**config.mk**
```make
export PLATFORM = sky130hd
export DESIGN_NAME = stage_id_queue
export DESIGN_NICKNAME = d
export VERILOG_FILES = /design/src/rtl/stage_id_queue.sv
export SDC_FILE = /design/constraint.sdc
export NUM_CORES = 1
export LEC_CHECK = 0
export ABC_AREA = 1
export BUFFER_PORTS_ARGS = -buffer_cell sky130_fd_sc_hd__buf_4
export CORE_MARGIN = 3
export CORE_UTILIZATION = 35
export CTS_BUF_LIST = sky130_fd_sc_hd__clkbuf_2
export CTS_CLUSTER_SIZE = 8
export DETAILED_ROUTE_END_ITERATION = 10
export PLACE_DENSITY = 0.57
export RECOVER_POWER = 100
export SETUP_SLACK_MARGIN = 0.5
export SYNTH_ARGS = -nofsm -noshare
export SYNTH_HDL_FRONTEND = slang
export SYNTH_SLANG_ARGS = --single-unit
export TNS_END_PERCENT = 5
```
**constraint.sdc**
```tcl
create_clock -name clk -period 4.7 [get_ports clk]
set_input_delay 0.94 -clock clk [delete_from_list [all_inputs] [get_ports clk]]
set_output_delay 0.94 -clock clk [all_outputs]
set_load 0.05 [all_outputs]
```
**src/rtl/stage_id_queue.sv**
```systemverilog
// Decode stage with an instruction queue in front of a registered decode output.
// Operands resolve through prioritised bypass channels; load-use hazards hold the head.
module stage_id_queue #(
    parameter int DEPTH   = 4,
    parameter int NUM_FWD = 2,
    parameter int CNT_W   = 16
) (
    input  logic                     clk,
    input  logic                     rst_n,
    input  logic                     flush,
    input  logic                     in_valid,
    output logic                     in_ready,
    input  logic [31:0]              in_pc,
    input  logic [31:0]              in_inst,
    input  logic [NUM_FWD-1:0]       fwd_valid,
    input  logic [NUM_FWD-1:0]       fwd_load,
    input  logic [5*NUM_FWD-1:0]     fwd_addr,
    input  logic [32*NUM_FWD-1:0]    fwd_data,
    output logic [4:0]               rf_addr1,
    output logic [4:0]               rf_addr2,
    input  logic [31:0]              rf_data1,
    input  logic [31:0]              rf_data2,
    output logic                     out_valid,
    input  logic                     out_ready,
    output logic [31:0]              out_pc,
    output logic [31:0]              out_rs1_data,
    output logic [31:0]              out_rs2_data,
    output logic [31:0]              out_imm,
    output logic [6:0]               out_opcode,
    output logic [2:0]               out_func3,
    output logic                     out_func7b5,
    output logic [4:0]               out_rd_addr,
    output logic                     out_rd_write,
    output logic                     out_rd_load,
    output logic [$clog2(DEPTH):0]   occupancy,
    output logic [CNT_W-1:0]         stall_cnt
);
    localparam int AW = $clog2(DEPTH);
    localparam logic [AW:0] DEPTH_C = (AW+1)'(DEPTH);

    localparam logic [6:0] OP_LUI    = 7'b0110111;
    localparam logic [6:0] OP_AUIPC  = 7'b0010111;
    localparam logic [6:0] OP_JAL    = 7'b1101111;
    localparam logic [6:0] OP_JALR   = 7'b1100111;
    localparam logic [6:0] OP_BRANCH = 7'b1100011;
    localparam logic [6:0] OP_LOAD   = 7'b0000011;
    localparam logic [6:0] OP_STORE  = 7'b0100011;
    localparam logic [6:0] OP_IMM    = 7'b0010011;
    localparam logic [6:0] OP_OP     = 7'b0110011;

    logic [31:0] pc_mem   [DEPTH];
    logic [31:0] inst_mem [DEPTH];

    logic [AW-1:0]  rd_ptr_q, rd_ptr_d, wr_ptr_q, wr_ptr_d;
    logic [AW:0]    count_q, count_d;
    logic [CNT_W-1:0] stall_q, stall_d;
    logic           out_valid_q, out_valid_d;
    logic [31:0]    out_pc_q, out_pc_d, out_rs1_q, out_rs1_d, out_rs2_q, out_rs2_d;
    logic [31:0]    out_imm_q, out_imm_d;
    logic [6:0]     out_opcode_q, out_opcode_d;
    logic [2:0]     out_func3_q, out_func3_d;
    logic           out_func7b5_q, out_func7b5_d;
    logic [4:0]     out_rd_addr_q, out_rd_addr_d;
    logic           out_rd_write_q, out_rd_write_d, out_rd_load_q, out_rd_load_d;

    logic [4:0]  ch_addr [NUM_FWD];
    logic [31:0] ch_data [NUM_FWD];

    generate
        for (genvar gi = 0; gi < NUM_FWD; gi++) begin : g_ch
            assign ch_addr[gi] = fwd_addr[5*gi +: 5];
            assign ch_data[gi] = fwd_data[32*gi +: 32];
        end
    endgenerate

    logic [31:0] head_inst, head_pc, imm;
    logic        use1, use2, rd_write, rd_load;
    logic [31:0] opnd1, opnd2;
    logic        haz1, haz2, hazard, has_head, issue, push;

    assign head_inst = inst_mem[rd_ptr_q];
    assign head_pc   = pc_mem[rd_ptr_q];
    assign rf_addr1  = head_inst[19:15];
    assign rf_addr2  = head_inst[24:20];

    always_comb begin
        imm      = '0;
        use1     = 1'b0;
        use2     = 1'b0;
        rd_write = 1'b0;
        rd_load  = 1'b0;
        case (head_inst[6:0])
            OP_LUI, OP_AUIPC: begin
                imm      = {head_inst[31:12], 12'b0};
                rd_write = 1'b1;
            end
            OP_JAL: begin
                imm      = {{12{head_inst[31]}}, head_inst[19:12], head_inst[20], head_inst[30:21], 1'b0};
                rd_write = 1'b1;
            end
            OP_JALR, OP_LOAD, OP_IMM: begin
                imm      = {{20{head_inst[31]}}, head_inst[31:20]};
                use1     = 1'b1;
                rd_write = 1'b1;
                rd_load  = (head_inst[6:0] == OP_LOAD);
                // Shift amounts are unsigned; bit 30 selects arithmetic shift, not the sign
                if (head_inst[6:0] == OP_IMM && head_inst[13:12] == 2'b01)
                    imm = {27'b0, head_inst[24:20]};
            end
            OP_BRANCH: begin
                imm  = {{20{head_inst[31]}}, head_inst[7], head_inst[30:25], head_inst[11:8], 1'b0};
                use1 = 1'b1;
                use2 = 1'b1;
            end
            OP_STORE: begin
                imm  = {{20{head_inst[31]}}, head_inst[31:25], head_inst[11:7]};
                use1 = 1'b1;
                use2 = 1'b1;
            end
            OP_OP: begin
                use1     = 1'b1;
                use2     = 1'b1;
                rd_write = 1'b1;
            end
            default: ;
        endcase
    end

    // Scan from the lowest priority upward so the youngest matching producer wins.
    always_comb begin
        opnd1 = '0;
        opnd2 = '0;
        haz1  = 1'b0;
        haz2  = 1'b0;
        if (use1 && rf_addr1 != 5'd0) begin
            opnd1 = rf_data1;
            for (int i = NUM_FWD - 1; i >= 0; i--) begin
                if (fwd_valid[i] && ch_addr[i] == rf_addr1) begin
                    opnd1 = ch_data[i];
                    haz1  = fwd_load[i];
                end
            end
        end
        if (use2 && rf_addr2 != 5'd0) begin
            opnd2 = rf_data2;
            for (int i = NUM_FWD - 1; i >= 0; i--) begin
                if (fwd_valid[i] && ch_addr[i] == rf_addr2) begin
                    opnd2 = ch_data[i];
                    haz2  = fwd_load[i];
                end
            end
        end
    end

    assign hazard   = haz1 | haz2;
    assign has_head = (count_q != '0);
    assign in_ready = (count_q < DEPTH_C);
    assign push     = in_valid && in_ready && !flush;
    assign issue    = has_head && !hazard && (!out_valid_q || out_ready) && !flush;

    always_comb begin
        rd_ptr_d       = rd_ptr_q;
        wr_ptr_d       = wr_ptr_q;
        count_d        = count_q;
        stall_d        = stall_q;
        out_valid_d    = out_valid_q;
        out_pc_d       = out_pc_q;
        out_rs1_d      = out_rs1_q;
        out_rs2_d      = out_rs2_q;
        out_imm_d      = out_imm_q;
        out_opcode_d   = out_opcode_q;
        out_func3_d    = out_func3_q;
        out_func7b5_d  = out_func7b5_q;
        out_rd_addr_d  = out_rd_addr_q;
        out_rd_write_d = out_rd_write_q;
        out_rd_load_d  = out_rd_load_q;
        if (has_head && hazard && stall_q != '1)
            stall_d = stall_q + CNT_W'(1);
        if (flush) begin
            rd_ptr_d    = '0;
            wr_ptr_d    = '0;
            count_d     = '0;
            out_valid_d = 1'b0;
        end else begin
            if (push)
                wr_ptr_d = wr_ptr_q + AW'(1);
            if (issue) begin
                rd_ptr_d       = rd_ptr_q + AW'(1);
                out_valid_d    = 1'b1;
                out_pc_d       = head_pc;
                out_rs1_d      = opnd1;
                out_rs2_d      = opnd2;
                out_imm_d      = imm;
                out_opcode_d   = head_inst[6:0];
                out_func3_d    = head_inst[14:12];
                out_func7b5_d  = head_inst[30];
                out_rd_addr_d  = head_inst[11:7];
                out_rd_write_d = rd_write;
                out_rd_load_d  = rd_load;
            end else if (out_ready) begin
                out_valid_d = 1'b0;
            end
            case ({push, issue})
                2'b10:   count_d = count_q + (AW+1)'(1);
                2'b01:   count_d = count_q - (AW+1)'(1);
                default: ;
            endcase
        end
    end

    always_ff @(posedge clk) begin
        if (push) begin
            pc_mem[wr_ptr_q]   <= in_pc;
            inst_mem[wr_ptr_q] <= in_inst;
        end
    end

    always_ff @(posedge clk or negedge rst_n) begin
        if (!rst_n) begin
            rd_ptr_q       <= '0;
            wr_ptr_q       <= '0;
            count_q        <= '0;
            stall_q        <= '0;
            out_valid_q    <= 1'b0;
            out_pc_q       <= '0;
            out_rs1_q      <= '0;
            out_rs2_q      <= '0;
            out_imm_q      <= '0;
            out_opcode_q   <= '0;
            out_func3_q    <= '0;
            out_func7b5_q  <= 1'b0;
            out_rd_addr_q  <= '0;
            out_rd_write_q <= 1'b0;
            out_rd_load_q  <= 1'b0;
        end else begin
            rd_ptr_q       <= rd_ptr_d;
            wr_ptr_q       <= wr_ptr_d;
            count_q        <= count_d;
            stall_q        <= stall_d;
            out_valid_q    <= out_valid_d;
            out_pc_q       <= out_pc_d;
            out_rs1_q      <= out_rs1_d;
            out_rs2_q      <= out_rs2_d;
            out_imm_q      <= out_imm_d;
            out_opcode_q   <= out_opcode_d;
            out_func3_q    <= out_func3_d;
            out_func7b5_q  <= out_func7b5_d;
            out_rd_addr_q  <= out_rd_addr_d;
            out_rd_write_q <= out_rd_write_d;
            out_rd_load_q  <= out_rd_load_d;
        end
    end

    assign occupancy    = count_q;
    assign stall_cnt    = stall_q;
    assign out_valid    = out_valid_q;
    assign out_pc       = out_pc_q;
    assign out_rs1_data = out_rs1_q;
    assign out_rs2_data = out_rs2_q;
    assign out_imm      = out_imm_q;
    assign out_opcode   = out_opcode_q;
    assign out_func3    = out_func3_q;
    assign out_func7b5  = out_func7b5_q;
    assign out_rd_addr  = out_rd_addr_q;
    assign out_rd_write = out_rd_write_q;
    assign out_rd_load  = out_rd_load_q;

endmodule

```
==> results of run 1 <==
[kinds of logic (layout without fill, tap and decap cells)]
| logic type | after synthesis | after routing | synth area share [%] |
|---|---|---|---|
| and+or+nand+nor | 775 | 775 | 16.99 |
| DFF | 426 | 426 | 63.63 |
| AOI/OAI and AO/OA | 406 | 406 | 12.86 |
| xor gates and xnor gates | 17 | 17 | 0.7934 |
| other | 0 | 7 | 0 |
| buffers and inverters | 222 | 792 | 5.287 |
| adders and majority gates | 6 | 6 | 0.4400 |
[cell type report]
cell class / count / area, um^2
Antenna cell: 7 / 17.52
Clock buffer: 163 / 815.8
Clock inverter: 43 / 239.0
Fill cell: 5406 / 29790
Inverter: 106 / 407.9
Multi-Input combinational cell: 1204 / 5766
Sequential cell: 426 / 11950
Tap cell: 688 / 860.8
Timing Repair Buffer: 480 / 2918
[critical path: stages, from the launching register on]
cell     delay (ns)
dfrtp_4        0.50
inv_4          0.58
nand2_1        0.16
nand3_2        0.12
nand2_1        0.23
inv_1          0.27
buf_4          0.26
[path summary, 6_finish.rpt]
path / from / end / slack, ns / cells past startpoint
setup / recovery: rd_ptr_q[0] / rf_addr2[0] / 0.51 / 6
hold / removal: rf_data1[23] / out_rs1_data[23] / 0.22 / 3
setup reg to reg: rd_ptr_q[0] / out_imm[22] / 0.67 / 17
hold reg to reg: out_imm[17] / out_imm[17] / 0.48 / 2
max in group asynchronous: rst_n / rd_ptr_q[0] / 1.06 / 2
min in group asynchronous: rst_n / stall_cnt[15] / 1.36 / 2
[timing repair]
action | CTS | global route
endpoints found under the setup margin | 2 | 0
endpoints found under the hold margin | 364 | 0
hold buffers | 66 | 0
resized for setup | 3 | 0
[layer usage]
metal	wire length [um]	share of wire (%)
met4	1218	1.9
met2	30380	49
met5	21	0.034
met1	26190	42
met3	4696	7.5
[cell usage in the layout (no fill, tap or decap), types with 10 or more instances in the layout]
| cell | netlist | layout |
|---|---|---|
| nor2_1 | 197 | 200 |
| o21ai_1 | 20 | 11 |
| inv_1 | 97 | 98 |
| nand4_1 | 10 | 11 |
| dfrtp_1 | 170 | 169 |
| o22ai_1 | 41 | 41 |
| o21ai_0 | 215 | 224 |
| o31ai_1 | 62 | 67 |
| nand3_2 | 9 | 10 |
| clkinv_1 | 0 | 34 |
| nand2_1 | 472 | 473 |
| a21oi_1 | 16 | 16 |
| dlygate4sd3_1 | 0 | 66 |
| clkbuf_2 | 0 | 172 |
| buf_4 | 22 | 165 |
| xor2_1 | 10 | 10 |
| clkbuf_1 | 65 | 235 |
| a211oi_1 | 31 | 31 |
| edfxtp_1 | 256 | 256 |
| nand3_1 | 54 | 54 |
[power by group through the flow]
stage	registers, W	clock network, W	logic (W)
floorplan	0.00575	0	0.00123
global placement	0.00469	0	0.00356
detailed placement	0.00469	0	0.00358
CTS	0.00462	0.00275	0.00364
global route	0.00465	0.00296	0.00353
finish	0.00460	0.00263	0.00326
[Yosys cell counts (2+ instances only)]
cell type | n | area (um^2)
a211oi_1 | 31 | 232.7
a21oi_1 | 16 | 80.08
a31oi_1 | 4 | 25.02
a32o_1 | 4 | 40.04
a32oi_1 | 2 | 17.52
buf_1 | 2 | 7.510
buf_2 | 21 | 105.1
buf_4 | 22 | 165.2
buf_6 | 6 | 67.56
clkbuf_1 | 65 | 244.0
dfrtp_1 | 170 | 4254
edfxtp_1 | 256 | 7687
ha_1 | 5 | 62.56
inv_1 | 97 | 364.1
inv_2 | 7 | 26.28
inv_4 | 2 | 12.51
nand2_1 | 472 | 1772
nand2_2 | 9 | 56.30
nand3_1 | 54 | 270.3
nand3_2 | 9 | 90.09
nand4_1 | 10 | 62.56
nor2_1 | 197 | 739.5
nor2_2 | 4 | 25.02
nor2_4 | 4 | 45.04
nor3_1 | 8 | 40.04
o21ai_0 | 215 | 1076
o21ai_1 | 20 | 100.1
o22ai_1 | 41 | 256.5
o31ai_1 | 62 | 465.5
o31ai_2 | 7 | 87.58
or2_2 | 4 | 25.02
xnor2_1 | 7 | 61.31
xor2_1 | 10 | 87.58
[state kept, by name (all words and copies together), names as in the netlist, 7 cells and up]
name,cells
inst_mem,128
out_imm,32
out_opcode,7
out_pc,32
out_rs1_data,32
out_rs2_data,32
pc_mem,128
stall_cnt,16
[stage by stage]
stage	worst slack, ns	power (W)	instance area, um^2	utilization (%)
2_1_floorplan	0.2511	0.006979	18770	-
3_3_place_gp	1.146	0.008252	22250	42.18
3_5_place_dp	1.112	0.008276	22250	42.18
4_1_cts	0.5702	0.01101	23980	45.45
5_1_grt	0.2449	0.01114	22970	43.53
6_report	0.5098	0.01049	22970	43.54
==> metrics, run 1 <==
Port-buffer cells 387; Num CTS Buffers 111; register area share after synthesis a little under two thirds; met3 usage in global routing 6.393%; Hold WS 0.2165 ns; Fin Clk Skew ~0.070 ns; DIE HEIGHT 237.6 um; M2 GR Usage 36.86%; peak supply drop between 0.3 and 0.4 mV; Routed Antenna Nets 0; Setup TNS 0 ns; RSZ-0062 raised after global routing no; gr ovfl total 0; RePlAce Congestion 0.9001; Detailed Place HPWL 41990 um; Final Cycle Share between 80% and 90%; number of enable flip-flop cells after synthesis 256; vias per cell about 5.0; FFs w/ async S/R, synth 39.91%; Reg power frac 43.9%; Core ar. 52760 um^2; Root Driver clkbuf_2; failing checks capacitance limit, slew limit; Int Power 0.006106 W; Most used DFF post-synth edfxtp_1; effective utilization at floorplan between 30% and 40%; relative slew slack -108.0%; DIE AREA 56430 um^2; max-slew violations 226; Leak 9.760 nW; Net Sw Frac 41.80%; fmax 238.7 MHz; vias in the first global route about 16000; H-tree depth 3; Post-Syn Area 18770 um^2; met1 usage between 20 and 30%; worst skew pair latency 1.12 ns; minimum clock period 4.190 ns; Clock Path Buffers 3; data required time of the critical path about 3.8 ns; worst endpoint data arrival time around 3.3 ns; placed cells 2838; clock sink count between 400 and 500; I/O Pins roughly 390; clock transition at the registers of the reported paths 0.09 ns; HP Class in -> reg; Post-Route WL between 60000 and 70000 um; ratio of cells with drive above 1 in the final layout 16.14%; Die X 237.6 um; first-pass GRT wire length approximately 95000 um; pin count of the biggest net entering global routing 109; Final Non-Filler Cells 3117; crit path capture type output pin; share of power burned in combinational logic 31.1%; post-synthesis cell count ~1900; busiest grt layer met2; Wirelength per Cell ~20 um; Clk network pwr share 25.0%; setup repair bufs after CTS 0; Final setup viols 0; WS Path Type reg -> out; drt first pass iters 5; Crit Path Max Fanout 80; P_sw approximately 0.0044 W; library cells used by synthesis 42; status finished, violations left; final net count 2546; initial antenna violation count 7; GRT Overall Usage 21.88%; net count after synthesis 2069; power per cell area 456.8 nW/um^2; average cell area after synthesis 10.13 um^2; Fin. Hold Viols 0; row count 84; Syn-to-layout area delta 22.39%; critical path startpoint category flip-flop; YS warnings 0; Slew @ Worst Pin around 3.1 ns; number of remaining DRC errors 0; synthesized flop and latch total 426; vias post-DR 15560; max_cap viols 5; DRT iter0 DRCs 897; CTS tree yes
Note: power is estimated with default switching activity, not from simulation.
==> run 2: changes to the inputs <==
==> constraint.sdc (replaced) <==
create_clock -name clk -period 4.7 [get_ports clk]
set_input_delay 0.47 -clock clk [delete_from_list [all_inputs] [get_ports clk]]
set_output_delay 0.47 -clock clk [all_outputs]
set_load 0.05 [all_outputs]
==> metrics, run 2 (same netlist as run 1, synthesis figures left out) <==
status finished, violations left; failing checks capacitance limit, slew limit; Wirelength per Cell just under 20 um; most used cell, CP nand2_1; Die X 237.6 um; max-slew violations 260; Slew @ Worst Pin 2.731 ns; critical-path cell list inv_8 -> nand2_1 -> nand3_1 -> nand2_1 -> xor2_1 -> nor2_1 -> nand3_2 -> clkbuf_2 -> inv_1 -> buf_4 -> a211oi_1 -> dlygate4sd3_1 -> o31ai_1; peak supply drop 0.3521 mV; max_cap viols 7; final net count 2752; Syn-to-layout area delta 34.01%; DRT iter0 DRCs between 900 and 1000; WS Path Type reg -> reg; HP Class in -> reg; minimum clock period 4.144 ns; Crit Path Max Fanout between 50 and 60; Post-Route WL 64360 um; DIE AREA 56430 um^2; first-pass GRT wire length ~100000 um; Routed Antenna Nets 0; row count 84; CP max stage cell dfrtp_4; gr ovfl total 0; pin count of the biggest net entering global routing 84; initial antenna violation count 8; placed cell areas 22270 um^2; drt first pass iters 7; RePlAce Congestion 0.8814; Num CTS Buffers 112; vias per cell 4.964; data required time of the critical path between 5 and 6 ns; relative slew slack -82.07%; Leak 10.79 nW; Clk network pwr share about a quarter; Overall Power 0.01063 W; hold path depth 2; Root Driver clkbuf_2; RSZ-0062 raised after global routing no; Port-buffer cells 387; critical path startpoint category flip-flop; Fin. Hold Viols 0; Reg power frac 43.4%; CTS tree yes; effective utilization at floorplan about 36%; crit path capture type flip-flop; I/O Pins around 390; Core ar. 52760 um^2; crit-path max cell delay approximately 0.65 ns; power per cell area between 400 and 500 nW/um^2; Int Power slightly above 0.006 W; P_sw 0.004440 W; worst skew pair latency 1.14 ns; worst endpoint data arrival time 5.08 ns; GRT Overall Usage a little under a quarter; H-tree depth 3; Fin Clk Skew 0.09825 ns; Detailed Place HPWL between 40000 and 50000 um; Setup TNS 0 ns; Reg2Reg Depth 13; most frequent cells in the layout nand2_1, dlygate4sd3_1, edfxtp_1, o21ai_0, clkbuf_1; fmax 241.3 MHz; DIE HEIGHT 237.6 um; Final setup viols 0; commonest non-fill, non-tap cell in the layout nand2_1; clock transition at the registers of the reported paths 0.11 ns; share of power burned in combinational logic 32.6%; clock sink count 426; Clock Path Buffers 3; ratio of cells with drive above 1 in the final layout between 15 and 20%; DP Worst Slack 0.9586 ns; Final Cycle Share 88.17%; Final Instance Area 25150 um^2; largest registers inst_mem: 128 flops, pc_mem: 128 flops; number of remaining DRC errors 0; PnR worst setup slack 0.5560 ns; Net Sw Frac 41.77%; vias post-DR ~16000; vias in the first global route between 15000 and 20000; Post-Route Utilization 47.67%
-- run 2: worst paths after layout --
check,from,end,slack (ns)
setup reg to reg,rd_ptr_q[0],out_rs1_data[17],0.56
max in group asynchronous,rst_n,stall_cnt[9],1.01
setup / recovery,rd_ptr_q[0],out_rs1_data[17],0.56
min in group asynchronous,rst_n,out_func7b5,1.42
hold reg to reg,out_pc[3],out_pc[3],0.48
hold / removal,in_inst[30],inst_mem[0][30],0.18
-- run 2: stage by stage --
stage | hold WS [ns] | cells
floorplan | 0.1744 | 1852
CTS | 0.001693 | 3308
global route | 0.05279 | 3314
detailed placement | 0.4601 | 2840
finish | 0.1770 | 3316
global placement | 0.4574 | 2840
-- run 2: final cells by class --
| cell class | count | area [um^2] |
|---|---|---|
| Inverter | 106 | 415.4 |
| Multi-Input combinational cell | 1204 | 5783 |
| Timing Repair Buffer | 685 | 5124 |
| Clock buffer | 169 | 845.8 |
| Clock inverter | 32 | 156.4 |
| Antenna cell | 6 | 15.01 |
| Fill cell | 5166 | 27610 |
| Tap cell | 688 | 860.8 |
| Sequential cell | 426 | 11950 |
-- run 2: metal layers --
layer | part of all wire, % | global-route usage (%) | vias to the layer above
li1 | - | - | 7804
met1 | 41 | 27.43 | 7896
met2 | 48 | 38.58 | 623
met3 | 7.2 | 5.859 | 132
met5 | 0.056 | 0 | -
met4 | 3.3 | 8.444 | 6
-- run 2: power groups by stage --
stage | Combinational [W] | Clock (W) | Sequential, W
floorplan | 0.00123 | 0 | 0.00575
global placement | 0.00353 | 0 | 0.00471
detailed placement | 0.00355 | 0 | 0.00471
CTS | 0.00379 | 0.00265 | 0.00464
global route | 0.00373 | 0.00286 | 0.00466
finish | 0.00346 | 0.00255 | 0.00462
-- run 2: critical path, delay by kind of cell, from the launching register on --
| kind | cells | cell delay [ns] |
|---|---|---|
| buffers and inverters | 5 | 2.04 |
| flip-flops | 1 | 0.65 |
| AND/OR/NAND/NOR | 5 | 0.64 |
| AO/OA/AOI/OAI | 2 | 0.39 |
| XOR/XNOR | 1 | 0.23 |
-- run 2: repair_timing --
action / CTS / global route
setup endpoints to repair: 0 / 33
gates resized for setup: 0 / 6
buffers inserted: 0 / 1
hold endpoints to repair: 496 / 3
hold buffers: 267 / 1
